--- config.mk ---
export PLATFORM = sky130hd
export DESIGN_NAME = game_round_scheduler
export DESIGN_NICKNAME = d
export VERILOG_FILES = /design/src/rtl/game_round_scheduler.sv
export SDC_FILE = /design/constraint.sdc
export NUM_CORES = 1
export LEC_CHECK = 0
export CORE_AREA = 2 2 99 101
export CTS_CLUSTER_DIAMETER = 80
export DETAILED_ROUTE_END_ITERATION = 8
export DIE_AREA = 0 0 101 103
export PLACE_DENSITY_LB_ADDON = 0.3
export SYNTH_ARGS = -nofsm -noshare
export SYNTH_HDL_FRONTEND = slang
export SYNTH_SLANG_ARGS = --single-unit
--- constraint.sdc ---
create_clock -name clk -period 2.1 [get_ports clk]
set_input_delay 0.42 -clock clk [delete_from_list [all_inputs] [get_ports clk]]
set_output_delay 0.42 -clock clk [all_outputs]
set_load 0.02 [all_outputs]
--- src/rtl/game_round_scheduler.sv ---
// rtl/game_round_scheduler.sv - self-timed round sequencer driving one Game_State instance (optional watchdog: ROUND_TIMEOUT_EN)
module game_round_scheduler #(
    parameter int COUNTER_SIZE = 4,
    parameter int NUM_SLOTS    = 8,
    parameter int SLOT_W       = $clog2(NUM_SLOTS),
    parameter int TIMEOUT_CYC  = 1024
) (
    input  logic                    clk,
    input  logic                    rst_l,
    input  logic                    cfg_we,
    input  logic [SLOT_W-1:0]       cfg_addr,
    input  logic [1:0]              cfg_control,
    input  logic [COUNTER_SIZE-1:0] cfg_value,
    input  logic [SLOT_W:0]         num_rounds,
    input  logic                    start,
    output logic                    busy,
    output logic                    done,
    output logic                    game_rst,
    output logic [1:0]              control,
    output logic [COUNTER_SIZE-1:0] i_value,
    output logic                    INIT,
    input  logic [1:0]              who,
    input  logic                    gameover,
    output logic                    res_valid,
    output logic [SLOT_W-1:0]       res_slot,
    output logic                    res_win,
    output logic                    res_timeout,
    output logic [SLOT_W:0]         win_tally,
    output logic [SLOT_W:0]         lose_tally
);
    localparam int RW = SLOT_W + 1;

    typedef enum logic [2:0] {
        S_IDLE, S_LOAD, S_ARM, S_RUN, S_REPORT, S_DONE
    } state_t;

    state_t                  r_state;
    state_t                  w_next;
    logic [RW-1:0]           r_rounds;
    logic [RW-1:0]           w_rounds_clamped;
    logic [SLOT_W-1:0]       r_ptr;
    logic [1:0]              r_tbl_ctrl [NUM_SLOTS];
    logic [COUNTER_SIZE-1:0] r_tbl_val  [NUM_SLOTS];
    logic [1:0]              r_control;
    logic [COUNTER_SIZE-1:0] r_value;
    logic [RW-1:0]           r_win_tally;
    logic [RW-1:0]           r_lose_tally;
    logic                    r_res_win;
    logic                    r_gameover_q;
    logic                    w_go_edge;
    logic                    w_tmo;
    logic                    w_last;
    logic                    w_round_won;

    assign w_rounds_clamped = (num_rounds > RW'(NUM_SLOTS)) ? RW'(NUM_SLOTS) : num_rounds;
    assign w_go_edge        = gameover & ~r_gameover_q;
    assign w_last           = ({1'b0, r_ptr} == (r_rounds - RW'(1)));
    assign w_round_won      = w_go_edge & (who == 2'b10);

`ifdef ROUND_TIMEOUT_EN
    localparam int TW = $clog2(TIMEOUT_CYC + 1);
    logic [TW-1:0] r_tmo_cnt;
    logic          r_res_tmo;

    // Counts RUN cycles; ARM always precedes RUN, so clearing there restarts each round.
    always_ff @(posedge clk or negedge rst_l) begin
        if (!rst_l) begin
            r_tmo_cnt <= '0;
            r_res_tmo <= 1'b0;
        end else begin
            if (r_state == S_ARM)
                r_tmo_cnt <= '0;
            else if (r_state == S_RUN)
                r_tmo_cnt <= r_tmo_cnt + TW'(1);
            if (r_state == S_RUN && w_next == S_REPORT)
                r_res_tmo <= ~w_go_edge;
        end
    end

    assign w_tmo       = (r_state == S_RUN) && (r_tmo_cnt == TW'(TIMEOUT_CYC - 1));
    assign res_timeout = res_valid & r_res_tmo;
`else
    assign w_tmo       = 1'b0;
    assign res_timeout = 1'b0;
`endif

    always_ff @(posedge clk or negedge rst_l) begin
        if (!rst_l)
            r_state <= S_IDLE;
        else
            r_state <= w_next;
    end

    always_comb begin
        w_next = r_state;
        case (r_state)
            S_IDLE:   if (start) w_next = (w_rounds_clamped == '0) ? S_DONE : S_LOAD;
            S_LOAD:   w_next = S_ARM;
            S_ARM:    w_next = S_RUN;
            S_RUN:    if (w_go_edge || w_tmo) w_next = S_REPORT;
            S_REPORT: w_next = w_last ? S_DONE : S_LOAD;
            S_DONE:   w_next = S_IDLE;
            default:  w_next = S_IDLE;
        endcase
    end

    always_ff @(posedge clk or negedge rst_l) begin
        if (!rst_l) begin
            r_rounds     <= '0;
            r_ptr        <= '0;
            r_control    <= '0;
            r_value      <= '0;
            r_win_tally  <= '0;
            r_lose_tally <= '0;
            r_res_win    <= 1'b0;
            r_gameover_q <= 1'b0;
            for (int i = 0; i < NUM_SLOTS; i++) begin
                r_tbl_ctrl[i] <= '0;
                r_tbl_val[i]  <= '0;
            end
        end else begin
            r_gameover_q <= gameover;
            if (r_state == S_IDLE) begin
                if (cfg_we) begin
                    r_tbl_ctrl[cfg_addr] <= cfg_control;
                    r_tbl_val[cfg_addr]  <= cfg_value;
                end
                if (start) begin
                    r_rounds     <= w_rounds_clamped;
                    r_ptr        <= '0;
                    r_win_tally  <= '0;
                    r_lose_tally <= '0;
                end
            end
            if (r_state == S_LOAD) begin
                r_control <= r_tbl_ctrl[r_ptr];
                r_value   <= r_tbl_val[r_ptr];
            end
            // who is sampled in the same cycle as the gameover edge.
            if (r_state == S_RUN && w_next == S_REPORT) begin
                r_res_win <= w_round_won;
                if (w_round_won) begin
                    if (r_win_tally != '1) r_win_tally <= r_win_tally + RW'(1);
                end else begin
                    if (r_lose_tally != '1) r_lose_tally <= r_lose_tally + RW'(1);
                end
            end
            if (r_state == S_REPORT && !w_last)
                r_ptr <= r_ptr + SLOT_W'(1);
        end
    end

    assign busy       = (r_state != S_IDLE);
    assign done       = (r_state == S_DONE);
    assign game_rst   = ~((r_state == S_ARM) || (r_state == S_RUN));
    assign INIT       = (r_state == S_ARM);
    assign res_valid  = (r_state == S_REPORT);
    assign res_slot   = res_valid ? r_ptr : '0;
    assign res_win    = res_valid & r_res_win;
    assign control    = r_control;
    assign i_value    = r_value;
    assign win_tally  = r_win_tally;
    assign lose_tally = r_lose_tally;
endmodule

* Yosys cells after proc, flatten, opt, wreduce, memory -nomap -nowiden
Cells that the tools add are included.
** Storage, ports and cells
- Flip-flop bits (word level) :: 74
- Input port bits :: 20
- Output and inout bits :: 24
- Logic and storage cells :: 95
** Cells by class
- $add $sub $neg :: 4
- Magnitude comparators :: 4
- Equality and inequality tests :: 10
- Muxes and demuxes :: 32
- Bitwise operators :: 7
- Reduce and logical (&&, ||, !) cells :: 13
** Operators with widths (number)
- 4-bit two-way mux :: 14
- 32-bit bitwise mux :: 1
- 3-bit two-way mux :: 8
- 16-bit bitwise mux :: 1
- 3-bit case mux with 5 select lines :: 1
- 4-bit binary-select mux with 3-bit select :: 1
- 4-bit demux with 3-bit select :: 1
- 3-bit == test (second input constant) :: 3
- 4-bit by 1-bit adder with 4-bit output (second input constant) :: 2
- 4-bit greater-or-equal comparator (second input constant) :: 2
- 4-bit != test (second input constant) :: 2
- 3-bit NOT with 4-bit output :: 2
- 2-bit binary-select mux with 3-bit select :: 1
- 2-bit demux with 3-bit select :: 1
- 3-bit by 2-bit == test with 1-bit output (second input constant) :: 2
- 2-bit two-way mux :: 3
- 2-bit AND reduction :: 3
- 3-bit by 4-bit == test with 1-bit output :: 1
- 4-bit > comparator (second input constant) :: 1
- 4-bit logical NOT :: 1
- 4-bit by 1-bit less-than comparator with 1-bit output (second input constant) :: 1
- 2-bit nonzero test :: 2
- 4-bit by 1-bit subtractor with 4-bit output (second input constant) :: 1
- 3-bit by 1-bit adder with 3-bit output (second input constant) :: 1
- 9 further kinds :: 14

* Depth between registers and ports, before layout
- Depth after elaboration :: 9
- Depth in mapped cells :: 6

* Worst setup path after synthesis
OpenSTA, ideal clock, no wires.
- Path kind :: flip-flop to output port
- Start :: reg r_state[2]
- End :: out res_slot[0]
- Arrival :: 1.440 ns
- Path slack :: 0.240 ns
- Cell stages (with the launch flop) :: 4
- Cell sequence :: dfrtp_1 -> clkbuf_1 -> nor3b_2 -> and2_1
** Between the ends
- Word-level cells in the longest chain between the ends :: 2
** Ends and longest elaborated chain
- start: declaration :: line 37 : state_t r_state;
- start signal: assignment :: line 91 : r_state <= w_next;
- 3-bit == test :: line 157 : assign res_valid = (r_state == S_REPORT);
- via res_valid :: line 24 : output logic res_valid,
- 3-bit two-way mux :: line 158 : assign res_slot = res_valid ? r_ptr : '0;
- end: declaration :: line 25 : output logic [SLOT_W-1:0] res_slot,
The timed path passes the listed nets, and every way through them passes these cells.

* Final worst setup path
- Start :: reg r_state[0]
- End :: out res_slot[0]
** Between the ends
- Word-level cells in the longest chain between the ends :: 2
** Ends and longest elaborated chain (line)
- 3-bit == test :: 157
- 3-bit two-way mux :: 158
Every way passes these cells.

==> metrics.csv <==
stage;metric;value;unit
run_status;outcome;completed;
logic_synthesis;synthesis.nets;310;
global_routing;grt_pass1_wl;12800;um
power_and_ir_drop;ir_drop;0.541;mV
timing;fin_tns_setup;0;ns
logic_synthesis;synthArstFlopShare;100;%
logic_synthesis;synth-seq-area-share;50.6;%
cts;path_clk_slew;0.08;ns
critical_path;startpoint_type;register;
die;die_area;10400;um^2
timing;rsz0062_at_grt;no;
layout;fillers;869;
logic_synthesis;ys_dominant_reg_cell;dfrtp_1;
routing;avgRoutedWirePerCell;16.6;um
routing;dr.pass1.iters;4;
timing;fin_ws;0.113;ns
critical_path;worstSetupPathType;register to output pin;
timing;finalCritPeriodShare;94.6;%
placement;gp_congestion;0.751;
routing;antenna_left;0;
cts;insertion_delay;0.35;ns
global_routing;grt_pass1_vias;2557;
global_routing;overflow;0;
timing;timing.fmax;0.503;GHz
logic_synthesis;syn_avg_cell_area;12.8;um^2
die;rows;36;
cts;htreeDepth;3;
placement;place_ws;-0.151;ns
placement;io_buffer_count;42;
power_and_ir_drop;p_per_area;1270;nW/um^2
routing;routed_wl;7790;um
global_routing;antenna_found_initial;0;
logic_synthesis;synth_cell_type_count;52;
timing;finClkSkew;0.00692;ns
timing;final-setup-viol-count;0;
layout;final_cells;470;
critical_path;worstPathArrival;1.57;ns
critical_path;crit_path_cell_trace;nor3b_4 > and2_1 > dlygate4sd2_1;
layout;area_delta_synth_final;24.9;%
routing;viasPerCell;5.16;
job;max-cap-violations;0;
logic_synthesis;synth_edf_count;0;
critical_path;critPathRequiredTime;1.68;ns
logic_synthesis;ys_warn_count;0;
layout;n_antenna_cell;0;
die;initial_core_util;38.7;%
cts;cts_buffer_depth;2;
worst_hold_path;min_path_type;primary input to asynchronous set/reset pin;
die;core;9460;um^2
logic_synthesis;synthCells;286;
timing;period_minus_slack;1.99;ns
critical_path;rr_startpoint;r_state[0];
timing;hold_viol;0;
routing;num_vias;2423;
die;ios;44;
logic_synthesis;mappedNetlistArea;3660;um^2
die;die_h;103;um
power_and_ir_drop;p_leak;2.09;nW
layout;drive_gt1_share;34.8;%
die;fp.dieW;101;um
routing;initialDrtViolationCount;118;
cts;cts_tree;yes;
critical_path;crit_slowest_cell;dfrtp_2;
layout;nets;375;
global_routing;grtUsageTotal;16.1;%
critical_path;cp-startpoint;r_state[0];
cts;root_buffer;clkbuf_8;
critical_path;crit_path_max_fanout;6;
global_routing;grt_max_degree;75;
routing;drc_errors;0;
cts;cts_num_sinks;74;
critical_path;slowest_delay;0.45;ns
placement;dp.cells;452;
placement;dp_hpwl;5360;um
critical_path;end_kind;output pin;
timing;timing.hold.ws;0.0783;ns
timing;slew_viol_final;0;
cts;cts_buffers;9;
logic_synthesis;synth_seq_cells;74;
-- cells by family after synthesis --
logic type | count (synthesis) | synth area share [%]
flops | 74 | 50.6
fa+ha+maj | 4 | 1.37
other cells | 1 | 0.103
compound gates | 28 | 5.37
mux | 66 | 23.8
buf+inv | 21 | 2.39
simple gates | 88 | 15.0
xor+xnor | 4 | 1.33
-- through the flow --
stage               util [%]  cell area [um^2]  power (mW)
global route            48.3              4570        6.23
detailed placement      45.9              4340        4.73
CTS                     48.2              4560        5.87
global placement        45.9              4340        4.65
finish                  48.3              4570        5.82
floorplan                  -              3660        3.93
-- synthesized netlist by cell type, drive strengths merged (2+ instances only) --
master	number	share of area, %
a21o	2	0.41
a21oi	2	0.27
a31o	2	0.48
a31oi	6	1.0
and2	5	0.86
buf	7	0.96
clkbuf	6	0.62
dfrtp	74	51
ha	4	1.4
inv	8	0.82
mux2	48	15
mux2i	6	1.6
mux4	12	7.4
nand2	28	2.9
nand2b	4	0.75
nand3	8	1.2
nand3b	4	1.0
nand4b	2	0.48
nor2	10	1.1
nor2b	2	0.34
nor3	8	1.4
nor3b	5	1.8
nor4b	2	0.65
o211ai	2	0.41
o21ai	7	0.96
o2bb2ai	2	0.48
or3b	4	0.96
xor2	3	0.72
-- worst max-delay path, delay by kind of cell (launching register included) --
kind                   cells  cell delay [ns]
flip-flops                 1             0.45
AND/OR/NAND/NOR            2             0.44
buffers and inverters      1             0.33
-- routing by layer --
layer  track usage (%)  wire length (um)  up-vias
met4              4.68                80        0
met3              4.34               347        9
met1              20.3              3490     1199
met2              27.4              3870       48
met5                 0                 0        -
li1                  -                 -     1167
-- final cells by class --
type	count	area, um^2	area share, %
tap	114	143	3.12
multi-input combinational	191	1740	38.0
clock inverter	5	62.6	1.37
sequential	74	1850	40.6
timing repair buffer	67	602	13.2
clock buffer	11	141	3.10
inverter	8	30.0	0.657
-- registers in the layout, summed over array words and instances (netlist names) --
register and cells:
r_ptr 3, r_rounds 4, r_tbl_val 32, lose_tally 4
r_tbl_ctrl 16, r_res_win 1, control 2, win_tally 4
r_state 3, i_value 4, r_gameover_q 1
-- cells in the final DEF (no fill, tap or decap), types with 2 or more instances in the layout --
master	n
a31oi_1	6
nor3b_4	3
nor2_1	9
a21oi_1	2
or3b_2	4
nand3b_2	2
mux2i_1	6
nand4b_1	2
xor2_1	3
o211ai_1	2
dfrtp_1	72
buf_2	2
buf_4	24
nand3_1	7
clkbuf_8	10
o2bb2ai_1	2
nor3b_1	2
mux4_2	12
dlygate4sd2_1	7
nand3b_1	2
nor2b_1	2
ha_1	4
o21ai_0	6
nor3_4	2
mux2_2	48
and2_1	5
inv_1	8
clkdlybuf4s50_1	32
dfrtp_2	2
clkinvlp_4	2
nor3_1	6
a21o_1	2
nand2_1	28
a31o_2	2
nand2b_1	3
-- repair_timing --
action | 4_1_cts | 5_1_grt
setup endpoints to repair | 9 | 3
gates resized for setup | 12 | 6
endpoints found under the hold margin | 0 | 0
setup buffers | 2 | 0
pin swaps | 1 | 1
hold buffers | 0 | 0
-- report_power, final --
group	switching, mW	internal, mW
clock network	0.548	0.588
registers	0.400	2.04
logic	1.03	1.21
-- worst paths after layout --
kind / end / slack (ns) / depth (start not counted)
worst max-delay path: res_slot[0] / 0.11 / 3
worst min-delay path: r_rounds[0] / 0.08 / 2
worst max register to register: r_tbl_ctrl[7] / 0.20 / 5
worst min register to register: r_res_win / 0.50 / 2
max in group asynchronous: r_tbl_val[1] / 1.69 / 2
min in group clk: r_res_win / 0.50 / 2
Note: power is estimated with default switching activity, not from simulation.
